$ cat src/rtl/vga_timing_gen.sv
// Parametrised raster timing generator: pixel/line counters, sync pulses, data enable,
// frame/line markers and a frame counter, all registered and aligned to one pixel position.
module vga_timing_gen #(
    parameter int   H_ACTIVE  = 1280,
    parameter int   H_FP      = 48,
    parameter int   H_SYNC    = 112,
    parameter int   H_BP      = 248,
    parameter int   V_ACTIVE  = 1024,
    parameter int   V_FP      = 1,
    parameter int   V_SYNC    = 3,
    parameter int   V_BP      = 38,
    parameter logic HSYNC_POL = 1'b1,
    parameter logic VSYNC_POL = 1'b1,
    parameter int   CTR_W     = 11,
    parameter int   FRAME_W   = 8
) (
    input  logic               CLK_108MHz,
    input  logic               reset_n,
    input  logic               en,
    output logic [CTR_W-1:0]   hctr,
    output logic [CTR_W-1:0]   vctr,
    output logic               hsync,
    output logic               vsync,
    output logic               de,
    output logic               sof,
    output logic               eol,
    output logic [FRAME_W-1:0] frame_cnt
);

    localparam int H_TOTAL = H_ACTIVE + H_FP + H_SYNC + H_BP;
    localparam int V_TOTAL = V_ACTIVE + V_FP + V_SYNC + V_BP;

    localparam logic [CTR_W-1:0]   CTR_ZERO  = {CTR_W{1'b0}};
    localparam logic [CTR_W-1:0]   CTR_ONE   = CTR_W'(1);
    localparam logic [CTR_W-1:0]   H_LAST    = CTR_W'(H_TOTAL - 1);
    localparam logic [CTR_W-1:0]   V_LAST    = CTR_W'(V_TOTAL - 1);
    localparam logic [CTR_W-1:0]   H_ACT_END = CTR_W'(H_ACTIVE);
    localparam logic [CTR_W-1:0]   V_ACT_END = CTR_W'(V_ACTIVE);
    localparam logic [CTR_W-1:0]   HS_START  = CTR_W'(H_ACTIVE + H_FP);
    localparam logic [CTR_W-1:0]   HS_END    = CTR_W'(H_ACTIVE + H_FP + H_SYNC);
    localparam logic [CTR_W-1:0]   VS_START  = CTR_W'(V_ACTIVE + V_FP);
    localparam logic [CTR_W-1:0]   VS_END    = CTR_W'(V_ACTIVE + V_FP + V_SYNC);
    localparam logic [FRAME_W-1:0] FRAME_ONE = FRAME_W'(1);

    logic [CTR_W-1:0] h_int_r;
    logic [CTR_W-1:0] v_int_r;
    logic [CTR_W-1:0] h_next_s;
    logic [CTR_W-1:0] v_next_s;
    logic             h_last_s;
    logic             v_last_s;
    logic             de_s;
    logic             hs_act_s;
    logic             vs_act_s;
    logic             sof_s;

    // Next raster position and decode of the current one
    always_comb begin
        h_last_s = (h_int_r == H_LAST);
        v_last_s = (v_int_r == V_LAST);
        if (h_last_s) begin
            h_next_s = CTR_ZERO;
            if (v_last_s) begin
                v_next_s = CTR_ZERO;
            end else begin
                v_next_s = v_int_r + CTR_ONE;
            end
        end else begin
            h_next_s = h_int_r + CTR_ONE;
            v_next_s = v_int_r;
        end
        de_s     = (h_int_r < H_ACT_END) && (v_int_r < V_ACT_END);
        hs_act_s = (h_int_r >= HS_START) && (h_int_r < HS_END);
        vs_act_s = (v_int_r >= VS_START) && (v_int_r < VS_END);
        sof_s    = (h_int_r == CTR_ZERO) && (v_int_r == CTR_ZERO);
    end

    // Internal scan position; stopping parks it at the origin so a restart begins a fresh frame
    always_ff @(posedge CLK_108MHz or negedge reset_n) begin
        if (!reset_n) begin
            h_int_r <= CTR_ZERO;
            v_int_r <= CTR_ZERO;
        end else if (!en) begin
            h_int_r <= CTR_ZERO;
            v_int_r <= CTR_ZERO;
        end else begin
            h_int_r <= h_next_s;
            v_int_r <= v_next_s;
        end
    end

    // Registered outputs; frame_cnt survives a stop so software sees a monotonic count
    always_ff @(posedge CLK_108MHz or negedge reset_n) begin
        if (!reset_n) begin
            hctr      <= CTR_ZERO;
            vctr      <= CTR_ZERO;
            hsync     <= ~HSYNC_POL;
            vsync     <= ~VSYNC_POL;
            de        <= 1'b0;
            sof       <= 1'b0;
            eol       <= 1'b0;
            frame_cnt <= {FRAME_W{1'b0}};
        end else if (!en) begin
            hctr      <= CTR_ZERO;
            vctr      <= CTR_ZERO;
            hsync     <= ~HSYNC_POL;
            vsync     <= ~VSYNC_POL;
            de        <= 1'b0;
            sof       <= 1'b0;
            eol       <= 1'b0;
            frame_cnt <= frame_cnt;
        end else begin
            hctr      <= h_int_r;
            vctr      <= v_int_r;
            hsync     <= hs_act_s ? HSYNC_POL : ~HSYNC_POL;
            vsync     <= vs_act_s ? VSYNC_POL : ~VSYNC_POL;
            de        <= de_s;
            sof       <= sof_s;
            eol       <= h_last_s;
            frame_cnt <= sof_s ? (frame_cnt + FRAME_ONE) : frame_cnt;
        end
    end

endmodule
$ cat config.mk
export PLATFORM = sky130hd
export DESIGN_NAME = vga_timing_gen
export DESIGN_NICKNAME = d
export VERILOG_FILES = /design/src/rtl/vga_timing_gen.sv
export SDC_FILE = /design/constraint.sdc
export NUM_CORES = 1
export LEC_CHECK = 0
export CAP_MARGIN = 30
export CORE_MARGIN = 3
export CORE_UTILIZATION = 45
export CTS_CLUSTER_SIZE = 12
export DETAILED_ROUTE_END_ITERATION = 6
export MAX_ROUTING_LAYER = met4
export PLACE_DENSITY = 0.71
export SLEW_MARGIN = 20
export SYNTH_ARGS = -nofsm -noshare
export SYNTH_HDL_FRONTEND = slang
export SYNTH_SLANG_ARGS = --single-unit
$ cat constraint.sdc
create_clock -name CLK_108MHz -period 1.7 [get_ports CLK_108MHz]
set_input_delay 0.34 -clock CLK_108MHz [delete_from_list [all_inputs] [get_ports CLK_108MHz]]
set_output_delay 0.34 -clock CLK_108MHz [all_outputs]
set_load 0.03 [all_outputs]
Yosys cells after proc, flatten, opt, wreduce, memory -nomap -nowiden
Index checks and enable logic that the tools add are counted.

$add $sub $neg: 3. Order comparisons: 6. Eq/ne operators: 3. Multiplexer cells: 14. Reduce and logical (&&, ||, !) cells: 7.

Operators by type and width (count): 11-bit 2-to-1 mux (7); 11-bit < comparator (second input constant) (4); 11-bit by 1-bit adder with 11-bit output (second input constant) (2); 11-bit equality test (second input constant) (2); 11-bit greater-or-equal comparator (second input constant) (2); 11-bit logical NOT (2); 8-bit by 1-bit adder with 8-bit output (second input constant) (1); 1-bit 2-to-1 mux (7); 1-bit logical AND (4); 2-bit by 1-bit inequality test with 1-bit output (second input constant) (1); 2-bit AND reduction (1).

Flip-flop bits (word level): 57. Word-level logic and storage cells: 43.

Longest topological paths before layout
Word-level depth: 4. Gate-level depth with buffers: 7. Mapped depth without buffers: 6.

Worst setup path before layout
No wires, ideal clock.

Path kind: reg-to-reg. From: register h_int_r[0]. To: register frame_cnt[1]. Library setup time: 0.125 ns. Arrival: 1.654 ns. Required time: 1.575 ns. Setup slack: -0.079 ns. Cell stages (with the launch flop): 7. Path buffers: 0. Period minus slack after synthesis: 1.779 ns. Cell sequence: dfrtp_1 inv_1 ha_1 nor4b_1 nand3_2 nor2_1 mux2_2.

Word-level cells in the longest chain between the ends: 3.

RTL lines: start, declared (line 45) `logic [CTR_W-1:0] h_int_r;`; start signal, assigned (line 86) `h_int_r <= h_next_s;`; 11-bit logical NOT (line 74) `sof_s = (h_int_r == CTR_ZERO) && (v_int_r == CTR_ZERO);`; 1-bit logical AND (line 74); 2-bit AND reduction (no source line); end signal, assigned (line 101) `frame_cnt <= {FRAME_W{1'b0}};`; end signal, assigned (line 110) `frame_cnt <= frame_cnt;`; end signal, assigned (line 119) `frame_cnt <= sof_s ? (frame_cnt + FRAME_ONE) : frame_cnt;`; end, declared (line 27) `output logic [FRAME_W-1:0] frame_cnt`.

No other way between the ends. A chain may end at the register's enable or synchronous reset.

Worst setup path in the final report
From: register v_int_r[9]. To: register v_int_r[4].

Word-level cells in the longest chain between the ends: 4.

RTL lines: start, declared (line 46) `logic [CTR_W-1:0] v_int_r;`; start signal, assigned (line 87) `v_int_r <= v_next_s;`; 11-bit equality test (line 59) `v_last_s = (v_int_r == V_LAST);`; 11-bit 2-to-1 mux (line 62) `if (v_last_s) begin`; 11-bit 2-to-1 mux (line 60) `if (h_last_s) begin`; 11-bit 2-to-1 mux (line 82) `end else if (!en) begin`.

No other way between the ends. The select of a mux whose other input is x is not followed.

==> impl_summary.md <==
Routing
For this run, design rule violations remaining after detail routing come to 0. The average via count per standard cell is 5.05. The routed layout has ~2000 vias. The first TritonRoute pass finished after 4 iterations. After detailed routing, the average wire length per cell comes to approximately 15 µm. The detailed router finished its first iteration with 94 violations. The detail route stage leaves a number of antenna-violating nets equal to 0. For this block, the routed nets add up to between 5 and 6 mm of wire.

Global route
The largest net degree at the start of global routing is 34. The global-route wire length before repair is 9.24 mm. The routing usage on met1 is 23.7%. The via count of the first global-routing pass was between 2000 and 2500. The routing layer with the top usage in global route is met2. The initial antenna violation count is 0. The all-layer global routing usage is about a fifth.

The global route total overflow is 0. The met3 usage in global routing is approximately 4.0%. In the global route stage, met2 resource usage came out at around 30%.

STA
The maximum clock rate is 585 MHz. The clock tree skew after final layout is between 0.007 and 0.008 ns. The clock period minus final worst setup slack is 1.71 ns. At the pin with the least slew margin, the transition time is 0.338 ns. Setup repair after global routing could not meet its margin everywhere.

The final setup violation count is 2. The number of max-slew violations in the final report came to 0. The final worst-path cycle share is 101%. The final number of hold-violating endpoints is 0. The total negative slack for setup checks is -0.0132 ns.

The smallest setup slack after layout is -0.00917 ns. Measured against its own limit, the worst slew margin works out to 77.4%.

Critical path
For this design, the slowest cell found on the critical path is sky130_fd_sc_hd__dfrtp_1. Traced cell by cell, the critical path runs through nor4_1 -> buf_4 -> and3_4 -> buf_4 -> nor4_2 -> a211o_1. The most numerous cell type found on the critical path is sky130_fd_sc_hd__buf_4. The arrival time at the worst endpoint is 1.92 ns. The critical path in this run is classified as reg2reg. The kind of cell with the highest combined delay along the critical path is simple AND/OR/NAND/NOR gates.

Data on the critical path is required at its endpoint by ~1.9 ns. The critical path contains buffers and inverters numbering 2 combined. The category of the worst setup path launch point is a flip-flop. The biggest cell delay along the critical path is 0.38 ns. The endpoint class of the critical path is a flip-flop.

The worst-path maximum fanout is 5.

Floorplanning
During I/O placement, the number of pins put on the boundary was 38. The die covers 6580 µm². The row count is 26. The region available for standard cell placement spans around 5300 µm². The initial utilization of the core area, before any placement, comes to between 40% and 50%. The die is ~81 µm tall. The floorplan step set the die width to 81.1 µm.

Clock tree
The worst-skew pair later-pin latency is 0.33 ns. TritonCTS built the clock tree. The number of buffers created by CTS is 9.

The clock edge transition at the registers on the reported setup and hold paths is roughly 0.06 ns. The library cell used as clock root buffer is sky130_fd_sc_hd__clkbuf_8. The clock tree synthesis step divided the H-tree into 3 levels. The count of clock tree sinks is 57.

The maximum number of buffers from clock root to sink is 2.

Synthesis
In this run the cell area of the synthesized design comes to 2540 µm². The most frequently used flop master after synthesis is sky130_fd_sc_hd__dfrtp_1. The yosys synthesis warning count is 0. The flip-flop and latch count after synthesis is 57. The synthesized area per cell is 11.1 µm². The dominant cell by count in the synthesized netlist is sky130_fd_sc_hd__dfrtp_1. Sorting the synthesized cells by area gives the leading types as sky130_fd_sc_hd__dfrtp_1 56%, sky130_fd_sc_hd__and2_1 4.7%, sky130_fd_sc_hd__xor2_1 3.4%, sky130_fd_sc_hd__nor2_1 3.4%, sky130_fd_sc_hd__ha_1 3.0%. The top cell type by total area after synthesis is sky130_fd_sc_hd__dfrtp_1. The number of nets in the synthesized netlist is around 240. In the synthesized netlist, the cells that appear most often are 57 x sky130_fd_sc_hd__dfrtp_1, 23 x sky130_fd_sc_hd__nor2_1, 19 x sky130_fd_sc_hd__and2_1. In this run, distinct cell masters in the synthesized netlist total 42. After synthesis, flip-flops and latches occupy 56.2% of the total area. The gate count of the mapped netlist is between 200 and 250. The synthesized design contains 0 enable-type register cells. The proportion of register bits with asynchronous set or reset after synthesis is 100%. The area share of the largest cell type after synthesis is around 56%.

Power
Dividing total power by cell area gives a power density of between 800 and 900 nW/µm². The post-route total power is 3.39 mW. The standby leakage power is 1.96 nW.

The worst ir drop on vdd is 0.582 mV.

Place
Once detailed placement completed, the half-perimeter wirelength came to 3.88 mm. The count of buffers added on input and output ports is 37. The final estimated routing congestion in global placement is 0.863.

Cells and area
The number of fill cells in the layout is 361. From synthesis to final layout, the design area changed by 48.9%. Of the cells placed in the final design, the portion with a size suffix greater than 1 is between 30% and 40%.

The antenna cell count is 0. For this run, the post-layout net count is 326.

Run status
The checks that failed: setup timing. The flow ran to the end, but the final reports show violations.

Run
Max-cap violations in this run came to 0.

Worst hold path
The path class of the lowest-slack min-delay path is in2async.
-- flip-flops by register name, indices dropped and copies added (netlist names) --
| register | count |
|---|---|
| hsync | 1 |
| vctr | 11 |
| eol | 1 |
| frame_cnt | 8 |
| h_int_r | 11 |
| sof | 1 |
| v_int_r | 11 |
| de | 1 |
| vsync | 1 |
| hctr | 11 |
-- layer usage --
layer  vias up  routed length [µm]
met5         -                   0
met1       957                2600
met3         9                 202
met4         0                 109
li1        973                   -
met2        42                2810
-- report_power, final --
part           switching, mW  total (mW)  internal (mW)
clock                  0.494        1.32          0.825
sequential            0.0948        1.53           1.43
combinational          0.332       0.542          0.210
-- layout by cell type, fill, tap and decap left out, types with 3 or more instances in the layout --
master / netlist / final
sky130_fd_sc_hd__buf_6: 1 / 4
sky130_fd_sc_hd__a211oi_2: 0 / 4
sky130_fd_sc_hd__clkdlybuf4s50_1: 0 / 17
sky130_fd_sc_hd__and2_1: 19 / 18
sky130_fd_sc_hd__a21oi_1: 4 / 4
sky130_fd_sc_hd__xnor2_1: 5 / 5
sky130_fd_sc_hd__dlygate4sd2_1: 0 / 8
sky130_fd_sc_hd__xor2_1: 10 / 10
sky130_fd_sc_hd__nor4_2: 3 / 4
sky130_fd_sc_hd__clkbuf_1: 1 / 4
sky130_fd_sc_hd__inv_2: 0 / 4
sky130_fd_sc_hd__nand3_1: 9 / 7
sky130_fd_sc_hd__a21o_1: 4 / 4
sky130_fd_sc_hd__buf_4: 0 / 43
sky130_fd_sc_hd__inv_1: 8 / 4
sky130_fd_sc_hd__dlymetal6s2s_1: 0 / 11
sky130_fd_sc_hd__nor3_1: 11 / 5
sky130_fd_sc_hd__nand2_1: 12 / 12
sky130_fd_sc_hd__o21a_1: 3 / 3
sky130_fd_sc_hd__or3_1: 5 / 5
sky130_fd_sc_hd__nor2_1: 23 / 21
sky130_fd_sc_hd__clkbuf_8: 0 / 9
sky130_fd_sc_hd__nor3_4: 0 / 6
sky130_fd_sc_hd__and4_1: 3 / 3
sky130_fd_sc_hd__ha_1: 6 / 3
sky130_fd_sc_hd__o21ai_0: 5 / 5
sky130_fd_sc_hd__dfrtp_1: 57 / 57
-- stage by stage --
| stage | util, % | setup slack (ns) | std cells | area, µm² | hold WS, ns |
|---|---|---|---|---|---|
| finish | 71.7 | -0.00917 | 392 | 3780 | 0.431 |
| global route | 71.7 | -0.0884 | 392 | 3780 | 0.456 |
| CTS | 67.7 | -0.0677 | 389 | 3570 | 0.417 |
| detailed placement | 63.0 | -0.155 | 372 | 3320 | 0.242 |
| global placement | 63.0 | -0.0874 | 372 | 3320 | 0.238 |
| floorplan | - | 0.0204 | 228 | 2550 | 0.0444 |
-- kinds of logic (layout without fill, tap and decap cells) --
family | after synthesis | after routing | share of synthesized area [%]
muxes | 2 | 2 | 0.887
xor gates and xnor gates | 15 | 15 | 5.17
buffers and inverters | 18 | 112 | 3.30
AOI/OAI and AO/OA | 30 | 30 | 8.33
and+or+nand+nor | 100 | 100 | 23.2
DFF | 57 | 57 | 56.2
adders and majority gates | 6 | 6 | 2.96
-- worst reg2reg max path, stage by stage, from the launching register on --
cell                      delay [ns]
sky130_fd_sc_hd__dfrtp_1        0.38
sky130_fd_sc_hd__nor4_1         0.32
sky130_fd_sc_hd__buf_4          0.19
sky130_fd_sc_hd__and3_4         0.23
sky130_fd_sc_hd__buf_4          0.15
sky130_fd_sc_hd__nor4_2         0.05
sky130_fd_sc_hd__a211o_1        0.27
-- area by class of cell --
class | count | area (µm²) | share of cell area, %
flip-flops and latches | 57 | 1430 | 37.7
clock buffers | 13 | 139 | 3.67
inverters | 9 | 33.8 | 0.894
well taps | 70 | 87.6 | 2.32
clock inverters | 3 | 65.1 | 1.72
repair buffers | 87 | 801 | 21.2
multi-input cells | 153 | 1230 | 32.5
-- path summary, 6_finish.rpt --
path,start,to,slack (ns),depth (start not counted)
setup / recovery,v_int_r[9],v_int_r[4],-0.009,6
hold / removal,reset_n,hctr[8],0.43,2
setup reg to reg,v_int_r[9],v_int_r[4],-0.009,6
hold reg to reg,frame_cnt[7],frame_cnt[7],0.47,1
max in group asynchronous,reset_n,v_int_r[5],0.79,3
min in group CLK_108MHz,frame_cnt[7],frame_cnt[7],0.47,1
-- timing repair --
action | CTS | global route
resized for setup | 15 | 50
setup endpoints to repair | 23 | 29
hold buffers | 1 | 0
setup buffers | 0 | 3
endpoints found under the hold margin | 11 | 0
pin swaps | 1 | 12
Power figures use the tool's default switching activity.
